<file path="src/rtl/alu_share_arb_pkg.sv">
// rtl/alu_share_arb_pkg.sv - shared constants and types for the ALU share arbiter
package alu_share_arb_pkg;

    localparam int ARB_NPORTS  = 2;
    localparam int ALU_ARB_OPW = 6;

    // All-ones opcode sits outside every ALUOP code, so the ALU falls into its default branch
    localparam logic [ALU_ARB_OPW-1:0] ALU_ARB_NOP = 6'h3F;

    typedef enum logic {
        ARB_PORT_EX  = 1'b0,
        ARB_PORT_AUX = 1'b1
    } arb_port_e;

endpackage

</file>
<file path="src/rtl/alu_share_arb_if.sv">
// rtl/alu_share_arb_if.sv - requester-side request/response bundle for both arbiter ports
interface alu_share_arb_if
    import alu_share_arb_pkg::*;
#(
    parameter int DW  = 32,
    parameter int OPW = 6
) ();

    logic [ARB_NPORTS-1:0]          req_valid;
    logic [ARB_NPORTS-1:0]          req_ready;
    logic [ARB_NPORTS-1:0][OPW-1:0] req_op;
    logic [ARB_NPORTS-1:0][DW-1:0]  req_src0;
    logic [ARB_NPORTS-1:0][DW-1:0]  req_src1;
    logic [ARB_NPORTS-1:0]          rsp_valid;
    logic [ARB_NPORTS-1:0]          rsp_ready;
    logic [ARB_NPORTS-1:0][DW-1:0]  rsp_result;
    logic [ARB_NPORTS-1:0]          rsp_zero;

    modport master (
        output req_valid, req_op, req_src0, req_src1, rsp_ready,
        input  req_ready, rsp_valid, rsp_result, rsp_zero
    );

    modport slave (
        input  req_valid, req_op, req_src0, req_src1, rsp_ready,
        output req_ready, rsp_valid, rsp_result, rsp_zero
    );

endinterface

</file>
<file path="src/rtl/alu_arb_rsp_buf.sv">
// rtl/alu_arb_rsp_buf.sv - one-entry result/zero-flag buffer with valid/ready drain
module alu_arb_rsp_buf #(
    parameter int DW = 32
) (
    input  logic          clk,
    input  logic          rst,
    input  logic          load,
    input  logic [DW-1:0] load_result,
    input  logic          load_zero,
    input  logic          ready,
    output logic          valid,
    output logic [DW-1:0] result,
    output logic          zero
);

    // Capture the ALU result and hold it unchanged until the requester accepts it
    always_ff @(posedge clk) begin
        if (rst) begin
            valid  <= 1'b0;
            result <= '0;
            zero   <= 1'b0;
        end else if (load) begin
            valid  <= 1'b1;
            result <= load_result;
            zero   <= load_zero;
        end else if (valid && ready) begin
            valid  <= 1'b0;
            result <= '0;
            zero   <= 1'b0;
        end
    end

endmodule

</file>
<file path="src/rtl/alu_share_arb.sv">
// rtl/alu_share_arb.sv - two-port arbiter sharing one registered ALU; ALU_ARB_RR_EN selects round-robin
module alu_share_arb
    import alu_share_arb_pkg::*;
#(
    parameter int DW  = 32,
    parameter int OPW = 6
) (
    input  logic              clk,
    input  logic              rst,
    alu_share_arb_if.slave    bus,
    output logic [OPW-1:0]    alu_op,
    output logic [DW-1:0]     alu_src0,
    output logic [DW-1:0]     alu_src1,
    input  logic [DW-1:0]     alu_result,
    input  logic              alu_zero
);

    logic [ARB_NPORTS-1:0] eligible;
    logic [ARB_NPORTS-1:0] req_ready;
    logic [ARB_NPORTS-1:0] rsp_valid;
    logic [ARB_NPORTS-1:0] capture;
    logic                  grant_any;
    arb_port_e             grant_id;
    logic                  inflight_valid;
    arb_port_e             inflight_id;
`ifdef ALU_ARB_RR_EN
    arb_port_e             rr_ptr;
`endif

    // A port may issue only with nothing in flight and an empty response buffer
    always_comb begin
        eligible = '0;
        if (!rst) begin
            eligible[0] = bus.req_valid[0] && !(inflight_valid && inflight_id == ARB_PORT_EX)
                          && !rsp_valid[0];
            eligible[1] = bus.req_valid[1] && !(inflight_valid && inflight_id == ARB_PORT_AUX)
                          && !rsp_valid[1];
        end
    end

    // Pick at most one winner and steer its opcode/operands straight to the ALU
    always_comb begin
        grant_any = |eligible;
        grant_id  = ARB_PORT_EX;
`ifdef ALU_ARB_RR_EN
        if (eligible[rr_ptr]) begin
            grant_id = rr_ptr;
        end else begin
            grant_id = arb_port_e'(~rr_ptr);
        end
`else
        if (!eligible[0]) begin
            grant_id = ARB_PORT_AUX;
        end
`endif
        req_ready = '0;
        alu_op    = OPW'(ALU_ARB_NOP);
        alu_src0  = '0;
        alu_src1  = '0;
        if (grant_any) begin
            req_ready[grant_id] = 1'b1;
            alu_op              = bus.req_op[grant_id];
            alu_src0            = bus.req_src0[grant_id];
            alu_src1            = bus.req_src1[grant_id];
        end
    end

    // In-flight tag mirrors the ALU's one-cycle latency so the result lands in the right buffer
    always_ff @(posedge clk) begin
        if (rst) begin
            inflight_valid <= 1'b0;
            inflight_id    <= ARB_PORT_EX;
        end else begin
            inflight_valid <= grant_any;
            inflight_id    <= grant_id;
        end
    end

`ifdef ALU_ARB_RR_EN
    // After a grant the other port becomes preferred
    always_ff @(posedge clk) begin
        if (rst) begin
            rr_ptr <= ARB_PORT_EX;
        end else if (grant_any) begin
            rr_ptr <= arb_port_e'(~grant_id);
        end
    end
`endif

    assign capture[0] = inflight_valid && (inflight_id == ARB_PORT_EX);
    assign capture[1] = inflight_valid && (inflight_id == ARB_PORT_AUX);

    alu_arb_rsp_buf #(.DW(DW)) u_buf_ex (
        .clk         (clk),
        .rst         (rst),
        .load        (capture[0]),
        .load_result (alu_result),
        .load_zero   (alu_zero),
        .ready       (bus.rsp_ready[0]),
        .valid       (rsp_valid[0]),
        .result      (bus.rsp_result[0]),
        .zero        (bus.rsp_zero[0])
    );

    alu_arb_rsp_buf #(.DW(DW)) u_buf_aux (
        .clk         (clk),
        .rst         (rst),
        .load        (capture[1]),
        .load_result (alu_result),
        .load_zero   (alu_zero),
        .ready       (bus.rsp_ready[1]),
        .valid       (rsp_valid[1]),
        .result      (bus.rsp_result[1]),
        .zero        (bus.rsp_zero[1])
    );

    assign bus.req_ready = req_ready;
    assign bus.rsp_valid = rsp_valid;

endmodule

</file>
<file path="src/flat_wrapper.sv">
// flat-port wrapper written by rule: the top's interface ports become plain ports
module alu_share_arb_flat import alu_share_arb_pkg::*;
#(
    parameter int DW  = 32,
    parameter int OPW = 6
)
  (clk, rst, alu_op, alu_src0, alu_src1, alu_result, alu_zero, bus_req_valid, bus_req_op, bus_req_src0, bus_req_src1, bus_rsp_ready, bus_req_ready, bus_rsp_valid, bus_rsp_result, bus_rsp_zero);
  alu_share_arb_if #(.DW(DW), .OPW(OPW)) bus_i ();
  input  logic clk;
  input  logic rst;
  output logic [OPW-1:0] alu_op;
  output logic [DW-1:0] alu_src0;
  output logic [DW-1:0] alu_src1;
  input  logic [DW-1:0] alu_result;
  input  logic alu_zero;
  input wire logic [$bits(bus_i.req_valid)-1:0] bus_req_valid;
  input wire logic [$bits(bus_i.req_op)-1:0] bus_req_op;
  input wire logic [$bits(bus_i.req_src0)-1:0] bus_req_src0;
  input wire logic [$bits(bus_i.req_src1)-1:0] bus_req_src1;
  input wire logic [$bits(bus_i.rsp_ready)-1:0] bus_rsp_ready;
  output wire logic [$bits(bus_i.req_ready)-1:0] bus_req_ready;
  output wire logic [$bits(bus_i.rsp_valid)-1:0] bus_rsp_valid;
  output wire logic [$bits(bus_i.rsp_result)-1:0] bus_rsp_result;
  output wire logic [$bits(bus_i.rsp_zero)-1:0] bus_rsp_zero;
  assign bus_i.req_valid = bus_req_valid;
  assign bus_i.req_op = bus_req_op;
  assign bus_i.req_src0 = bus_req_src0;
  assign bus_i.req_src1 = bus_req_src1;
  assign bus_i.rsp_ready = bus_rsp_ready;
  assign bus_req_ready = bus_i.req_ready;
  assign bus_rsp_valid = bus_i.rsp_valid;
  assign bus_rsp_result = bus_i.rsp_result;
  assign bus_rsp_zero = bus_i.rsp_zero;
  alu_share_arb #(.DW(DW), .OPW(OPW)) u_core (.clk(clk), .rst(rst), .bus(bus_i), .alu_op(alu_op), .alu_src0(alu_src0), .alu_src1(alu_src1), .alu_result(alu_result), .alu_zero(alu_zero));
endmodule
</file>
<file path="config.mk">
export PLATFORM = sky130hd
export DESIGN_NAME = alu_share_arb_flat
export DESIGN_NICKNAME = d
export VERILOG_FILES = /design/src/rtl/alu_share_arb_pkg.sv /design/src/rtl/alu_share_arb_if.sv /design/src/rtl/alu_arb_rsp_buf.sv /design/src/rtl/alu_share_arb.sv /design/src/flat_wrapper.sv
export SDC_FILE = /design/constraint.sdc
export NUM_CORES = 1
export LEC_CHECK = 0
export CORE_AREA = 2 2 125 127
export DETAILED_ROUTE_END_ITERATION = 8
export DIE_AREA = 0 0 127 129
export PLACE_DENSITY_LB_ADDON = 0.08
export SLEW_MARGIN = 0
export SYNTH_ARGS = -nofsm -noshare
export SYNTH_HDL_FRONTEND = slang
export SYNTH_SLANG_ARGS = --single-unit
</file>
<file path="constraint.sdc">
create_clock -name clk -period 1.44 [get_ports clk]
set_input_delay 0.144 -clock clk [delete_from_list [all_inputs] [get_ports clk]]
set_output_delay 0.144 -clock clk [all_outputs]
set_load 0.02 [all_outputs]
</file>
==> results of run 1 <==
-- stage by stage --
stage	setup TNS, ps	worst slack, ps
2_1_floorplan	-9550	-142
3_3_place_gp	-56660	-821
3_5_place_dp	-57010	-860
4_1_cts	-43180	-679
5_1_grt	-46990	-731
6_report	-42910	-679
-- area by class of cell --
cell class,count,area [µm²]
Inverter,8,32.5
Tap cell,188,235
Timing Repair Buffer,376,4080
Clock buffer,11,233
Clock inverter,4,72.6
Sequential cell,70,1410
Fill cell,1274,5950
Multi-Input combinational cell,321,2970
-- repair_timing --
action	CTS	global route
gates cloned	11	1
setup endpoints to repair	105	128
buffers inserted	14	2
pin swaps	2	1
gates resized for setup	441	61
-- routing by layer --
| layer | routed length, µm | up-vias |
|---|---|---|
| met1 | 7430 | 2420 |
| met3 | 1550 | 35 |
| li1 | - | 2413 |
| met5 | 0 | - |
| met4 | 545 | 0 |
| met2 | 10200 | 224 |
-- worst register-to-register path: cells and delay by family (launching register included) --
| family | cells | cell delay, ps |
|---|---|---|
| flip-flops | 1 | 330 |
| AND/OR/NAND/NOR | 3 | 560 |
| buffers and inverters | 5 | 550 |
-- placed cells by master, fill, tap and decap left out --
cell type	n
clkbuf_1	2
nand2_1	34
dfxtp_2	3
nor4b_2	23
nand3_1	33
nand2b_4	1
buf_16	8
bufinv_16	2
dlymetal6s2s_1	38
nor2_1	36
a31oi_4	6
clkinvlp_4	1
nor4_1	1
clkinv_2	1
a22oi_2	1
dlygate4sd2_1	15
and2_2	1
a21oi_1	35
clkdlybuf4s50_1	192
nand2b_1	2
dfxtp_1	67
clkbuf_16	10
bufbuf_16	2
inv_4	1
nor2b_4	1
nor4_2	5
buf_2	7
buf_4	48
or3_4	1
and2_1	1
inv_1	7
nor4b_1	42
buf_6	51
buf_8	1
a31o_4	64
buf_12	13
a22oi_1	33
or2_4	1
-- state kept, by name (all words and copies together), names as in the netlist --
| signal | count |
|---|---|
| u_core.u_buf_aux.result | 32 |
| u_core.u_buf_ex.result | 32 |
| u_core.inflight_id | 1 |
| u_core.inflight_valid | 1 |
| u_core.u_buf_aux.valid | 1 |
| u_core.u_buf_aux.zero | 1 |
| u_core.u_buf_ex.valid | 1 |
| u_core.u_buf_ex.zero | 1 |
-- logic make-up after synthesis --
family | after synthesis | share of synthesized area (%)
buffers and inverters | 78 | 10.2
AOI/OAI and AO/OA | 139 | 26.3
DFF | 70 | 35.8
and+or+nand+nor | 182 | 27.7
-- path summary, 6_finish.rpt --
kind | start | end | slack (ps) | cells past startpoint
setup / recovery | u_core.inflight_id$_SDFF_PP0_ | alu_src0[1] | -680 | 8
hold / removal | alu_result[19] | u_core.u_buf_ex.result[19]$_SDFFE_PP0P_ | 410 | 3
setup reg to reg | u_core.inflight_id$_SDFF_PP0_ | u_core.inflight_valid$_SDFF_PP0_ | -120 | 8
hold reg to reg | u_core.u_buf_ex.result[13]$_SDFFE_PP0P_ | u_core.u_buf_ex.result[13]$_SDFFE_PP0P_ | 470 | 2
-- power breakdown --
group | leakage [nW] | internal (mW) | switching, mW
Combinational | 3.39 | 1.62 | 1.38
Clock | 0.146 | 1.50 | 0.780
Sequential | 0.571 | 2.06 | 0.0592
-- synth_stat cells, drive strengths merged --
cell / n
nand2: 34
nor4b: 65
buf: 34
inv: 8
nor4: 6
nand3: 33
or2: 1
nor2b: 1
or3: 1
dfxtp: 70
clkbuf: 36
a21oi: 35
nor2: 36
and2: 2
nand2b: 3
a31oi: 6
a22oi: 34
a31o: 64
==> impl_metrics.yaml, run 1 <==
setup_path:
  critical_path.max_fanout: 6
  arrival_ps: 1970
  cp.required_ps: 1300
  slowest_stage: "or3_4"
  crit_path_end_kind: "primary output"
  crit_family: "buffers and inverters"
  slowest_delay_ps: 370
  worstSetupPathType: "reg -> out"
  start_kind: "register"
  timing.critical_path.cells: "buf_6 -> nor2b_4 -> or3_4 -> buf_12 -> buf_12 -> buf_16 -> a31o_4 -> buf_6"
  cp.buffers_inverters: 5
cells_and_area:
  fin_area_um2: 9030
  fin_cells: 978
  drive_gt1_share_pct: 31.9
  nets: 965
  antennaDiodeCount: 0
  areaGrowthSynthToFinish_pct: 131
  utilization_pct: 60.3
clock_tree:
  clk_path_buf_depth: 2
  postCtsHoldBufs: 0
  path_clk_slew_ps: 60
  worst_skew_pair.late_latency_ps: 330
  cts_tree: "built"
  cts_sinks: 70
  numCtsBuffers: 9
  h-tree-depth: 3
  cts-root-buf: "clkbuf_16"
sta:
  finalHoldViolations: 0
  rsz0062_at_grt: "true"
  drv_slew: 0
  relSlewSlack_pct: 67.1
  finalCriticalPeriod_ps: 2120
  worst_pin_slew_ps: 493
  finalSetupViolations: 73
  hold_slack_ps: 406
  post-route-period-util_pct: 147
  fmax_mhz: 472
  skew_ps: 8.02
  setup_ws_ps: -679
yosys:
  yosys.area.top_type: "dfxtp_1"
  avgSynthCellArea_um2: 8.34
  yosysWarnings: 0
  synth_area_leaders: "dfxtp_1 (36%), nor4b_1 (15%), a31o_1 (14%)"
  syn_nets: 648
  ys_types: 22
  syn_inst: 469
  synth_area_um2: 3910
  synth-seq-area-share_pct: 35.8
  ys_ff_latch: 70
  synth.top_cell.area_share_pct: 35.8
routing:
  drt_iter0_markers: 284
  drt-total-wl_um: 19700
  drc: 0
  route.detailed.wl_per_inst_um: 20.2
  vias: 5092
  first_pass_iters: 4
  ant_nets: 0
  viasPerCell: 5.21
placed_design:
  place.port_buffers: 318
  place_inst: 937
  place_area_um2: 7990
  globalplace.congestion: 0.859
  dp_hpwl_um: 13800
pwr:
  power_mw: 7.40
  cellLeakagePower_nw: 4.11
  p_per_area_nw_per_um2: 820
  ir_drop_uv: 441
grt:
  grt-ovfl-total: 0
  use_met2_pct: 41.0
  antenna_found_initial: 0
  grt_pass1_vias: 5244
  top_usage_layer: "met2"
  grt_max_degree: 49
  grt.met3_usage_pct: 6.07
  grtUsageMet1_pct: 25.9
  grtUsageTotal_pct: 22.7
  grt_first_pass_wirelength_um: 29100
die:
  core-area_um2: 15000
  rows: 45
  chipWidth_um: 127
  top_level_ports: 319
  initial_core_util_pct: 26.1
  die_area_um2: 16400
  dieHeight_um: 129
job:
  drv_cap: 0
hold_path:
  hp-class: "in -> reg"
run_status:
  status: "finished, violations left"
  violations: "negative setup slack"
(Power assumes the default switching activity.)
==> run 2: changes to the inputs <==
--- a/config.mk
+++ b/config.mk
@@ -6,9 +6,11 @@
 export NUM_CORES = 1
 export LEC_CHECK = 0
 export CORE_AREA = 2 2 125 127
+export CTS_BUF_LIST = sky130_fd_sc_hd__clkbuf_16
 export DETAILED_ROUTE_END_ITERATION = 8
 export DIE_AREA = 0 0 127 129
 export PLACE_DENSITY_LB_ADDON = 0.08
+export SKIP_CTS_REPAIR_TIMING = 1
 export SLEW_MARGIN = 0
 export SYNTH_ARGS = -nofsm -noshare
 export SYNTH_HDL_FRONTEND = slang
==> run 2 against run 1 <==
The run still ends with negative setup slack left; setup slack improved by 71 ps; flip-flop and latch count unchanged; sequential power about the same; design area shrank 4.6%; sequential share of layout area is 0.74 points higher; register-to-register slack got worse by 130 ps; non-clock buffer count down 11; core utilization shrank 2.8 points; clock power is essentially flat; clock skew decreased by 1.2 ps; cell count is 1.0% lower.
==> impl_metrics.yaml, run 2 (synthesized netlist as in run 1, its figures left out) <==
run_status:
  status: "finished, violations left"
  violations: "negative setup slack"
placed_design:
  pre_cts_ws_ps: -860
  place_inst: 937
  place.port_buffers: 318
  dp_hpwl_um: 13800
  globalplace.congestion: 0.859
  place_area_um2: 7990
die:
  initial_core_util_pct: 26.1
  chipWidth_um: 127
  die_area_um2: 16400
  dieHeight_um: 129
  rows: 45
  top_level_ports: 319
  core-area_um2: 15000
grt:
  antenna_found_initial: 0
  grt-ovfl-total: 0
  grtUsageTotal_pct: 21.3
  grt_max_degree: 49
  grt_first_pass_wirelength_um: 27500
  grt_pass1_vias: 5020
cells_and_area:
  fin_cells: 968
  nets: 955
  fillers: 1327
  areaGrowthSynthToFinish_pct: 120
  fin_area_um2: 8610
  antennaDiodeCount: 0
  layout_common_cells: "clkdlybuf4s50_1 (192), dfxtp_1 (68), a31o_4 (63), dlymetal6s2s_1 (57), nor4b_1 (49)"
  drive_gt1_share_pct: 28.8
  reg.largest.list: "u_core.u_buf_aux.result: 32 flops, u_core.u_buf_ex.result: 32 flops"
  layout_commonest_cell: "clkdlybuf4s50_1"
pwr:
  ir_drop_uv: 443
  power_mw: 7.14
  cellLeakagePower_nw: 4.21
  power.internal_mw: 4.98
  swShare_pct: 30.3
  switchingPower_mw: 2.16
  pwr-share-seq_pct: 29.6
  power_frac_comb_pct: 38.7
  p_per_area_nw_per_um2: 829
  clock_power_share_pct: 31.7
routing:
  drc: 0
  viasPerCell: 5.22
  route.detailed.wl_per_inst_um: 20.2
  first_pass_iters: 4
  drt-total-wl_um: 19500
  vias: 5051
  ant_nets: 0
  drt_iter0_markers: 310
clock_tree:
  numCtsBuffers: 9
  path_clk_slew_ps: 60
  clk_path_buf_depth: 2
  cts_tree: "built"
  cts-root-buf: "clkbuf_16"
  worst_skew_pair.late_latency_ps: 330
  cts_sinks: 70
  h-tree-depth: 3
setup_path:
  arrival_ps: 1900
  crit_end: "alu_src1[14]"
  critical_path.max_fanout: 13
  rrSetupSlack_ps: -250
  cp.required_ps: 1300
  r2r-start: "u_core.inflight_id$_SDFF_PP0_"
  crit_path_end_kind: "primary output"
  timing.rr.end: "u_core.inflight_valid$_SDFF_PP0_"
  worstRegToRegCells: 6
  start_kind: "register"
  worstSetupPathType: "reg -> out"
  crit_path_start: "u_core.inflight_id$_SDFF_PP0_"
hold_path:
  hp-class: "in -> reg"
sta:
  finalHoldViolations: 0
  relSlewSlack_pct: 63.2
  drv_slew: 0
  finalSetupViolations: 91
  post-route-period-util_pct: 142
  skew_ps: 6.84
  finalCriticalPeriod_ps: 2050
  fmax_mhz: 488
  setup_ws_ps: -607
  rsz0062_at_grt: "true"
  tns_ps: -42090
  worst_pin_slew_ps: 548
job:
  drv_cap: 0
[run 2: changes by cell type in the layout (fill, tap and decap cells not counted), sizes merged]
| cell | previous run | this run |
|---|---|---|
| clkbuf | 12 | 47 |
| dlygate4sd2 | 15 | 0 |
| or3 | 1 | 2 |
| inv | 8 | 10 |
| bufbuf | 2 | 0 |
| dlymetal6s2s | 38 | 57 |
| buf | 128 | 78 |
[run 2: final cells by class]
class / count / area (µm²) / area share, %
clock buffer: 9 / 225 / 2.61
clock inverter: 6 / 80.1 / 0.930
inverter: 8 / 30.0 / 0.349
multi-input combinational: 322 / 2900 / 33.7
sequential: 70 / 1400 / 16.3
tap: 188 / 235 / 2.73
timing repair buffer: 365 / 3730 / 43.4
[run 2: power by group through the flow]
stage | clock network, mW | logic, mW | registers (mW)
floorplan | 0 | 1.27 | 2.27
global placement | 0 | 2.69 | 2.15
detailed placement | 0 | 2.71 | 2.16
CTS | 2.31 | 2.72 | 2.12
global route | 2.41 | 2.91 | 2.13
finish | 2.26 | 2.76 | 2.12
[run 2: per-stage QoR]
step                hold WS (ps)  utilization (%)
finish                       404             57.5
global route                 414             57.5
CTS                          397             55.4
detailed placement           461             53.3
global placement             455             53.3
floorplan                    280                -
[run 2: how the worst min path moves through the flow]
stage	start	end	slack [ps]	depth (start not counted)
after floorplan	alu_zero	u_core.u_buf_ex.zero$_SDFFE_PP0P_	280	2
after global routing	alu_result[19]	u_core.u_buf_ex.result[19]$_SDFFE_PP0P_	410	3
after detailed placement	u_core.u_buf_ex.result[16]$_SDFFE_PP0P_	u_core.u_buf_ex.result[16]$_SDFFE_PP0P_	460	2
final	alu_result[19]	u_core.u_buf_ex.result[19]$_SDFFE_PP0P_	400	3
after CTS	alu_result[18]	u_core.u_buf_ex.result[18]$_SDFFE_PP0P_	400	3
after global placement	u_core.u_buf_ex.result[31]$_SDFFE_PP0P_	u_core.u_buf_ex.result[31]$_SDFFE_PP0P_	450	2
[run 2: critical path, cell delays in order (launching register included)]
cell and delay (ps):
dfxtp_2 360, buf_4 120, nor2b_4 60, or3_4 430, clkbuf_16 220, a31o_4 210, buf_2 160
[run 2: per-layer routing]
| metal | global-route usage, % | vias up | wire length (µm) |
|---|---|---|---|
| li1 | - | 2393 | - |
| met1 | 24.6 | 2410 | 7550 |
| met5 | 0 | - | 0 |
| met3 | 6.24 | 25 | 1580 |
| met2 | 38.6 | 223 | 10100 |
| met4 | 5.62 | 0 | 311 |
==> run 3: changes to the inputs <==
--- a/config.mk
+++ b/config.mk
@@ -11,7 +11,6 @@
 export DIE_AREA = 0 0 127 129
 export PLACE_DENSITY_LB_ADDON = 0.08
 export SKIP_CTS_REPAIR_TIMING = 1
-export SLEW_MARGIN = 0
 export SYNTH_ARGS = -nofsm -noshare
 export SYNTH_HDL_FRONTEND = slang
 export SYNTH_SLANG_ARGS = --single-unit
==> results of run 3 <==
No change in the layout: final DEF, timing and power equal those of run 2.
